===== src/rtl/apb_ahb_bridge_core_if.sv =====
// AHB-Lite slave port plus APB master port of apb_ahb_bridge_core in one bundle.
// slave: bridge side; master: AHB master and APB slave array side.
interface apb_ahb_bridge_core_if #(
    parameter int unsigned HADDR_W = 32,
    parameter int unsigned DATA_W  = 32,
    parameter int unsigned PADDR_W = 16,
    parameter int unsigned NUM_SLV = 4
) ();
    // AHB-Lite
    logic                        hsel;
    logic                        hready;
    logic [1:0]                  htrans;
    logic                        hwrite;
    logic [HADDR_W-1:0]          haddr;
    logic [DATA_W-1:0]           hwdata;
    logic                        hreadyout;
    logic                        hresp;
    logic [DATA_W-1:0]           hrdata;

    // APB
    logic [NUM_SLV-1:0]          psel;
    logic                        penable;
    logic [PADDR_W-1:0]          paddr;
    logic                        pwrite;
    logic [DATA_W-1:0]           pwdata;
    logic [NUM_SLV*DATA_W-1:0]   prdata;
    logic [NUM_SLV-1:0]          pready;
    logic [NUM_SLV-1:0]          pslverr;

    modport slave (
        input  hsel, hready, htrans, hwrite, haddr, hwdata,
        output hreadyout, hresp, hrdata,
        output psel, penable, paddr, pwrite, pwdata,
        input  prdata, pready, pslverr
    );

    modport master (
        output hsel, hready, htrans, hwrite, haddr, hwdata,
        input  hreadyout, hresp, hrdata,
        input  psel, penable, paddr, pwrite, pwdata,
        output prdata, pready, pslverr
    );
endinterface


===== src/rtl/apb_ahb_bridge_core.sv =====
// AHB-Lite slave to multi-slave APB master bridge with wait states and error mapping.
// Optional ACCESS-phase timeout enabled by defining APB_TIMEOUT_EN.
module apb_ahb_bridge_core #(
    parameter int unsigned HADDR_W     = 32,
    parameter int unsigned DATA_W      = 32,
    parameter int unsigned PADDR_W     = 16,
    parameter int unsigned NUM_SLV     = 4,
    parameter int unsigned SLV_LSB     = 12,
    parameter int unsigned TIMEOUT_CYC = 64
) (
    input  logic                  hclk,
    input  logic                  hreset_n,
    apb_ahb_bridge_core_if.slave  bus
);

    typedef enum logic [2:0] {
        S_IDLE   = 3'd0,
        S_WWAIT  = 3'd1,
        S_SETUP  = 3'd2,
        S_ACCESS = 3'd3,
        S_ERR1   = 3'd4,
        S_ERR2   = 3'd5
    } state_t;

    state_t              state, state_nxt;
    logic [NUM_SLV-1:0]  sel_oh, sel_oh_nxt;

    logic                hreadyout_nxt;
    logic                hresp_nxt;
    logic [DATA_W-1:0]   hrdata_nxt;
    logic [NUM_SLV-1:0]  psel_nxt;
    logic                penable_nxt;
    logic [PADDR_W-1:0]  paddr_nxt;
    logic                pwrite_nxt;
    logic [DATA_W-1:0]   pwdata_nxt;

    logic [HADDR_W-1:0]  haddr_c;
    logic                valid_c;
    logic [3:0]          idx_c;
    logic                bad_c;
    logic [NUM_SLV-1:0]  dec_oh_c;
    logic                pready_c;
    logic                pslverr_c;
    logic [DATA_W-1:0]   prdata_c;
    logic                unused_bits;

`ifdef APB_TIMEOUT_EN
    localparam int unsigned TO_W = $clog2(TIMEOUT_CYC + 1);
    logic [TO_W-1:0]     to_cnt, to_cnt_nxt;
`endif

    assign haddr_c     = bus.haddr;
    assign unused_bits = &{1'b0, bus.htrans[0], haddr_c, 32'(TIMEOUT_CYC)};

    // Address decode and selected-slave response mux (selection held in sel_oh).
    always_comb begin
        valid_c  = bus.hsel & bus.hready & bus.htrans[1];
        idx_c    = haddr_c[SLV_LSB +: 4];
        bad_c    = {1'b0, idx_c} >= 5'(NUM_SLV);
        dec_oh_c = '0;
        prdata_c = '0;
        for (int k = 0; k < int'(NUM_SLV); k++) begin
            dec_oh_c[k] = (idx_c == 4'(k));
            if (sel_oh[k]) begin
                prdata_c = prdata_c | bus.prdata[k*DATA_W +: DATA_W];
            end
        end
        pready_c  = |(bus.pready & sel_oh);
        pslverr_c = |(bus.pslverr & sel_oh);
    end

    // Next state, then every registered output derived from the state being entered.
    always_comb begin
        state_nxt  = state;
        sel_oh_nxt = sel_oh;
        paddr_nxt  = bus.paddr;
        pwrite_nxt = bus.pwrite;
        pwdata_nxt = bus.pwdata;
        hrdata_nxt = bus.hrdata;
`ifdef APB_TIMEOUT_EN
        to_cnt_nxt = to_cnt;
`endif

        case (state)
            S_IDLE: begin
                if (valid_c) begin
                    paddr_nxt  = haddr_c[PADDR_W-1:0];
                    pwrite_nxt = bus.hwrite;
                    sel_oh_nxt = dec_oh_c;
                    if (bad_c) begin
                        state_nxt = S_ERR1;
                    end else if (bus.hwrite) begin
                        state_nxt = S_WWAIT;
                    end else begin
                        state_nxt = S_SETUP;
                    end
                end
            end
            S_WWAIT: begin
                pwdata_nxt = bus.hwdata;
                state_nxt  = S_SETUP;
            end
            S_SETUP: begin
`ifdef APB_TIMEOUT_EN
                to_cnt_nxt = '0;
`endif
                state_nxt = S_ACCESS;
            end
            S_ACCESS: begin
`ifdef APB_TIMEOUT_EN
                to_cnt_nxt = to_cnt + TO_W'(1);
`endif
                if (pready_c) begin
                    if (pslverr_c) begin
                        state_nxt = S_ERR1;
                    end else begin
                        state_nxt = S_IDLE;
                        if (!bus.pwrite) begin
                            hrdata_nxt = prdata_c;
                        end
                    end
                end
`ifdef APB_TIMEOUT_EN
                // A ready arriving on the limit cycle still completes normally.
                else if (to_cnt_nxt == TO_W'(TIMEOUT_CYC)) begin
                    state_nxt = S_ERR1;
                end
`endif
            end
            S_ERR1:  state_nxt = S_ERR2;
            S_ERR2:  state_nxt = S_IDLE;
            default: state_nxt = S_IDLE;
        endcase

        hreadyout_nxt = (state_nxt == S_IDLE) || (state_nxt == S_ERR2);
        hresp_nxt     = (state_nxt == S_ERR1) || (state_nxt == S_ERR2);
        penable_nxt   = (state_nxt == S_ACCESS);
        psel_nxt      = ((state_nxt == S_SETUP) || (state_nxt == S_ACCESS)) ? sel_oh_nxt : '0;
    end

    always_ff @(posedge hclk or negedge hreset_n) begin
        if (!hreset_n) begin
            state         <= S_IDLE;
            sel_oh        <= '0;
            bus.hreadyout <= 1'b1;
            bus.hresp     <= 1'b0;
            bus.hrdata    <= '0;
            bus.psel      <= '0;
            bus.penable   <= 1'b0;
            bus.paddr     <= '0;
            bus.pwrite    <= 1'b0;
            bus.pwdata    <= '0;
`ifdef APB_TIMEOUT_EN
            to_cnt        <= '0;
`endif
        end else begin
            state         <= state_nxt;
            sel_oh        <= sel_oh_nxt;
            bus.hreadyout <= hreadyout_nxt;
            bus.hresp     <= hresp_nxt;
            bus.hrdata    <= hrdata_nxt;
            bus.psel      <= psel_nxt;
            bus.penable   <= penable_nxt;
            bus.paddr     <= paddr_nxt;
            bus.pwrite    <= pwrite_nxt;
            bus.pwdata    <= pwdata_nxt;
`ifdef APB_TIMEOUT_EN
            to_cnt        <= to_cnt_nxt;
`endif
        end
    end

endmodule


===== src/flat_wrapper.sv =====
// flat-port wrapper written by rule: the top's interface ports become plain ports
module apb_ahb_bridge_core_flat 
#(
    parameter int unsigned HADDR_W     = 32,
    parameter int unsigned DATA_W      = 32,
    parameter int unsigned PADDR_W     = 16,
    parameter int unsigned NUM_SLV     = 4,
    parameter int unsigned SLV_LSB     = 12,
    parameter int unsigned TIMEOUT_CYC = 64
)
  (hclk, hreset_n, bus_hsel, bus_hready, bus_htrans, bus_hwrite, bus_haddr, bus_hwdata, bus_hreadyout, bus_hresp, bus_hrdata, bus_psel, bus_penable, bus_paddr, bus_pwrite, bus_pwdata, bus_prdata, bus_pready, bus_pslverr);
  apb_ahb_bridge_core_if #(.HADDR_W(HADDR_W), .DATA_W(DATA_W), .PADDR_W(PADDR_W), .NUM_SLV(NUM_SLV)) bus_i ();
  input  logic hclk;
  input  logic hreset_n;
  input wire logic [$bits(bus_i.hsel)-1:0] bus_hsel;
  input wire logic [$bits(bus_i.hready)-1:0] bus_hready;
  input wire logic [$bits(bus_i.htrans)-1:0] bus_htrans;
  input wire logic [$bits(bus_i.hwrite)-1:0] bus_hwrite;
  input wire logic [$bits(bus_i.haddr)-1:0] bus_haddr;
  input wire logic [$bits(bus_i.hwdata)-1:0] bus_hwdata;
  output wire logic [$bits(bus_i.hreadyout)-1:0] bus_hreadyout;
  output wire logic [$bits(bus_i.hresp)-1:0] bus_hresp;
  output wire logic [$bits(bus_i.hrdata)-1:0] bus_hrdata;
  output wire logic [$bits(bus_i.psel)-1:0] bus_psel;
  output wire logic [$bits(bus_i.penable)-1:0] bus_penable;
  output wire logic [$bits(bus_i.paddr)-1:0] bus_paddr;
  output wire logic [$bits(bus_i.pwrite)-1:0] bus_pwrite;
  output wire logic [$bits(bus_i.pwdata)-1:0] bus_pwdata;
  input wire logic [$bits(bus_i.prdata)-1:0] bus_prdata;
  input wire logic [$bits(bus_i.pready)-1:0] bus_pready;
  input wire logic [$bits(bus_i.pslverr)-1:0] bus_pslverr;
  assign bus_i.hsel = bus_hsel;
  assign bus_i.hready = bus_hready;
  assign bus_i.htrans = bus_htrans;
  assign bus_i.hwrite = bus_hwrite;
  assign bus_i.haddr = bus_haddr;
  assign bus_i.hwdata = bus_hwdata;
  assign bus_hreadyout = bus_i.hreadyout;
  assign bus_hresp = bus_i.hresp;
  assign bus_hrdata = bus_i.hrdata;
  assign bus_psel = bus_i.psel;
  assign bus_penable = bus_i.penable;
  assign bus_paddr = bus_i.paddr;
  assign bus_pwrite = bus_i.pwrite;
  assign bus_pwdata = bus_i.pwdata;
  assign bus_i.prdata = bus_prdata;
  assign bus_i.pready = bus_pready;
  assign bus_i.pslverr = bus_pslverr;
  apb_ahb_bridge_core #(.HADDR_W(HADDR_W), .DATA_W(DATA_W), .PADDR_W(PADDR_W), .NUM_SLV(NUM_SLV), .SLV_LSB(SLV_LSB), .TIMEOUT_CYC(TIMEOUT_CYC)) u_core (.hclk(hclk), .hreset_n(hreset_n), .bus(bus_i));
endmodule

===== config.mk =====
export PLATFORM = sky130hd
export DESIGN_NAME = apb_ahb_bridge_core_flat
export DESIGN_NICKNAME = d
export VERILOG_FILES = /design/src/rtl/apb_ahb_bridge_core_if.sv /design/src/rtl/apb_ahb_bridge_core.sv /design/src/flat_wrapper.sv
export SDC_FILE = /design/constraint.sdc
export NUM_CORES = 1
export LEC_CHECK = 0
export ABC_AREA = 1
export CORE_AREA = 2 2 115 117
export CTS_CLUSTER_SIZE = 14
export DETAILED_ROUTE_END_ITERATION = 10
export DIE_AREA = 0 0 117 119
export HOLD_SLACK_MARGIN = 0.08
export PLACE_DENSITY = 0.89
export SKIP_LAST_GASP = 1
export SYNTH_ARGS = -nofsm -noshare
export SYNTH_HDL_FRONTEND = slang
export SYNTH_SLANG_ARGS = --single-unit

===== constraint.sdc =====
create_clock -name hclk -period 3 [get_ports hclk]
set_input_delay 0.9 -clock hclk [delete_from_list [all_inputs] [get_ports hclk]]
set_output_delay 0.9 -clock hclk [all_outputs]
set_load 0.05 [all_outputs]

==> summary.txt <==
Pwr
  • Sequential group share of total power: 27.3%
  • Clock network fraction of design power: 15.7%
  • Net switching share of the total power: 46.46%
  • Leakage dissipation: 3.403 nW
  • Net switching power: 3.543 mW
  • Power density over cell area: 985.7 mW/mm2
  • Combinational cell fraction of total power: 57.0%
  • Power, Total: 7.627 mW
  • Max VDD drop: 0.0006667 V
  • Internal power: 4.083 mW

Synth
  • Avg Cell Area, Syn: 9.538 um2
  • Syn. warnings: 0
  • Largest cells by area after synthesis: sky130_fd_sc_hd__dfrtp_1 (52%), sky130_fd_sc_hd__nand2_1 (18%), sky130_fd_sc_hd__mux2_2 (8.0%)
  • Post-synth top area cell: sky130_fd_sc_hd__dfrtp_1
  • Cell area after synthesis: 0.004531 mm2
  • Synth Net Count: 682
  • Seq cells post-synth: 95
  • Seq/Total Area, Yosys: 52.50%
  • Number of instances in the synthesized netlist: 475
  • Share of the synthesized area in the top cell type: 51.92%
  • Unique masters post-synth: 24

Die
  • Core area: 0.01287 mm2
  • Die H: 119 um
  • Die Width: 117 um
  • Top Ports: 295
  • Site Rows: 42
  • Initial Util: 35.19%
  • Overall die area: 0.01392 mm2

CTS
  • CTS Root Cell: sky130_fd_sc_hd__clkbuf_16
  • Worst-skew pair later-pin latency: 0.35 ns
  • Buffers inserted by post-CTS timing repair: 0
  • TritonCTS Buffers: 9
  • Clock tree from TritonCTS: built
  • CTS clock-pin slew for the worst setup and hold paths: 0.07 ns
  • Count of clock tree sinks: 95
  • Number of gates given a new drive strength after cts: 0
  • Count of hold buffers inserted by post-cts repair: 0
  • Maximum buffer depth of the clock tree: 2
  • CTS H-tree depth: 3

Worst setup path
  • Kind of critical path: reg2out
  • CP startpoint kind: flop
  • Largest fanout on the critical path: 1
  • Critical path's largest stage delay: 0.81 ns
  • Required time worst endpoint: 2.10 ns
  • Critical path's slowest cell: sky130_fd_sc_hd__clkdlybuf4s50_1
  • Endpoint type of the worst setup path: output port
  • Buf/Inv on CP: 1
  • CP Cell Sequence: clkdlybuf4s50_1
  • Worst path top cell family by delay: buffers and inverters
  • Arrival time reported for the critical path endpoint: 1.67 ns

Drt
  • Total number of vias: 4,320
  • Detail-routed via count per cell: 4.675
  • Number of optimization iterations in the first detailed-route pass: 4
  • First-iteration detailed-routing DRC count: 221
  • Antenna Violating Nets Remaining: 0
  • Total detailed-routing wirelength: 14.50 mm
  • Wirelength per Cell: 15.69 um
  • Count of unresolved DRC violations after routing: 0

Hold path
  • HP Class: reg2reg

Flow run
  • MaxCap Viol Count: 0

Global route
  • Overflow left after global routing: 0
  • Number of antenna violations at the first check in global routing: 0
  • Vias in the first global route: 4,441
  • Total routing usage reported by global routing: 21.02%
  • Largest net degree at the start of global routing: 59
  • First-pass GRT wire length: 22.25 mm

Timing
  • Setup repair after global routing missed its margin: false
  • Setup TNS: 0 ns
  • Max Clock Freq: 388.9 MHz
  • Hold Fails Final Rpt: 0
  • Rel. slew slack: 44.59%
  • Max Transition Viols Final: 0
  • Final period demand of the worst path: 2.572 ns
  • Worst clock skew: 0.007604 ns
  • Worst-Margin Slew: 0.8302 ns
  • Crit share post-route: 85.72%
  • Final Setup Violations: 0

Place
  • Final GP Congestion: 0.8273
  • Number of port buffers: 277
  • Instance area after placement: 0.007422 mm2
  • DP HPWL: 11.21 mm

Status
  • Outcome: finished clean

Cells and area
  • Synthesis-to-finish area growth: 70.78%
  • Final instance area: 0.007737 mm2
  • Final #Nets: 950
  • Ant diodes: 0
  • Layout cells sized above 1: 13.90%
  • Fraction of the core area covered by cells at the end of the flow: 60.10%
cell usage in the layout (no fill, tap or decap), drive strengths merged:
cell | netlist | final
mux2 | 32 | 32
dfrtp | 94 | 94
nand3 | 4 | 4
bufinv | 0 | 1
dfstp | 1 | 1
clkbuf | 11 | 10
o21ai | 36 | 36
clkinvlp | 0 | 2
clkdlybuf4s50 | 0 | 276
nor2 | 12 | 12
nand3b | 1 | 1
a221oi | 32 | 32
a211oi | 1 | 1
nand2 | 215 | 215
nand4 | 1 | 1
inv | 16 | 18
or2 | 1 | 1
buf | 18 | 10
clkinv | 0 | 1
final timing paths:
path	slack, ns	start	cells past startpoint	endpoint
max	0.43	u_core.bus.hreadyout$_DFF_PN1_	1	bus_hreadyout
min	0.47	u_core.bus.paddr[15]$_DFFE_PN0P_	2	u_core.bus.paddr[15]$_DFFE_PN0P_
max reg2reg	1.10	u_core.state[2]$_DFF_PN0_	7	u_core.bus.hreadyout$_DFF_PN1_
min reg2reg	0.47	u_core.bus.paddr[15]$_DFFE_PN0P_	2	u_core.bus.paddr[15]$_DFFE_PN0P_
max in group asynchronous	1.77	hreset_n	2	u_core.bus.hreadyout$_DFF_PN1_
min in group asynchronous	0.52	hreset_n	1	u_core.bus.hrdata[27]$_DFFE_PN0P_
cells in the mapped netlist:
cell type / number
sky130_fd_sc_hd__nand2_1: 212
sky130_fd_sc_hd__nor2_1: 7
sky130_fd_sc_hd__nand3_2: 1
sky130_fd_sc_hd__nand3_1: 3
sky130_fd_sc_hd__inv_2: 3
sky130_fd_sc_hd__nor2_4: 3
sky130_fd_sc_hd__mux2_2: 32
sky130_fd_sc_hd__clkbuf_1: 11
sky130_fd_sc_hd__nand2_2: 3
sky130_fd_sc_hd__buf_6: 6
sky130_fd_sc_hd__nand3b_4: 1
sky130_fd_sc_hd__o21ai_0: 1
sky130_fd_sc_hd__nor2_2: 2
sky130_fd_sc_hd__dfstp_2: 1
sky130_fd_sc_hd__nand4_4: 1
sky130_fd_sc_hd__inv_1: 13
sky130_fd_sc_hd__buf_2: 3
sky130_fd_sc_hd__or2_2: 1
sky130_fd_sc_hd__a211oi_1: 1
sky130_fd_sc_hd__a221oi_1: 32
sky130_fd_sc_hd__o21ai_1: 5
sky130_fd_sc_hd__dfrtp_1: 94
sky130_fd_sc_hd__o21ai_2: 30
sky130_fd_sc_hd__buf_4: 9
cell families (layout without fill, tap and decap cells):
family	Yosys count	count (layout)	synth area share, %
and+or+nand+nor	234	234	21.18
muxes	32	32	7.954
DFF	95	95	52.50
buffers and inverters	45	318	5.551
AOI/OAI and AO/OA	69	69	12.81
area by class of cell:
class                           count  area (um2)
Clock buffer                       10       239.0
Clock inverter                      6       76.32
Fill cell                        1087        5137
Inverter                           16       60.06
Multi-Input combinational cell    335        1901
Sequential cell                    95        2379
Tap cell                          176       220.2
Timing Repair Buffer              286        2863
registers in the layout, indices dropped and copies added (netlist names):
register,cells
u_core.bus.paddr,16
u_core.bus.psel,4
u_core.bus.hrdata,32
u_core.bus.pwdata,32
u_core.bus.pwrite,1
u_core.sel_oh,4
u_core.bus.hresp,1
u_core.bus.hreadyout,1
u_core.state,3
u_core.bus.penable,1
per-layer routing:
metal	vias up	GRT usage [%]	routed length [um]
li1	2124	-	-
met1	1996	22.89	5484
met2	165	37.90	7484
met3	35	4.885	1042
met4	0	9.779	483
met5	-	0	0
stage by stage:
| stage | hold slack [ns] | cells | setup WS, ns |
|---|---|---|---|
| floorplan | 0.5122 | 475 | 1.251 |
| global placement | 0.4548 | 908 | 0.5849 |
| detailed placement | 0.4596 | 908 | 0.5689 |
| CTS | 0.4774 | 924 | 0.4022 |
| global route | 0.4962 | 924 | 0.4011 |
| finish | 0.4747 | 924 | 0.4284 |
power by group through the flow:
stage | Clock [mW] | Sequential, mW | Combinational [mW]
final | 1.20 | 2.08 | 4.35
after global routing | 1.28 | 2.14 | 4.59
after CTS | 1.23 | 2.08 | 4.39
after detailed placement | 0 | 2.10 | 4.38
after global placement | 0 | 2.07 | 4.33
after floorplan | 0 | 3.76 | 1.16
Note: power is estimated with default switching activity, not from simulation.
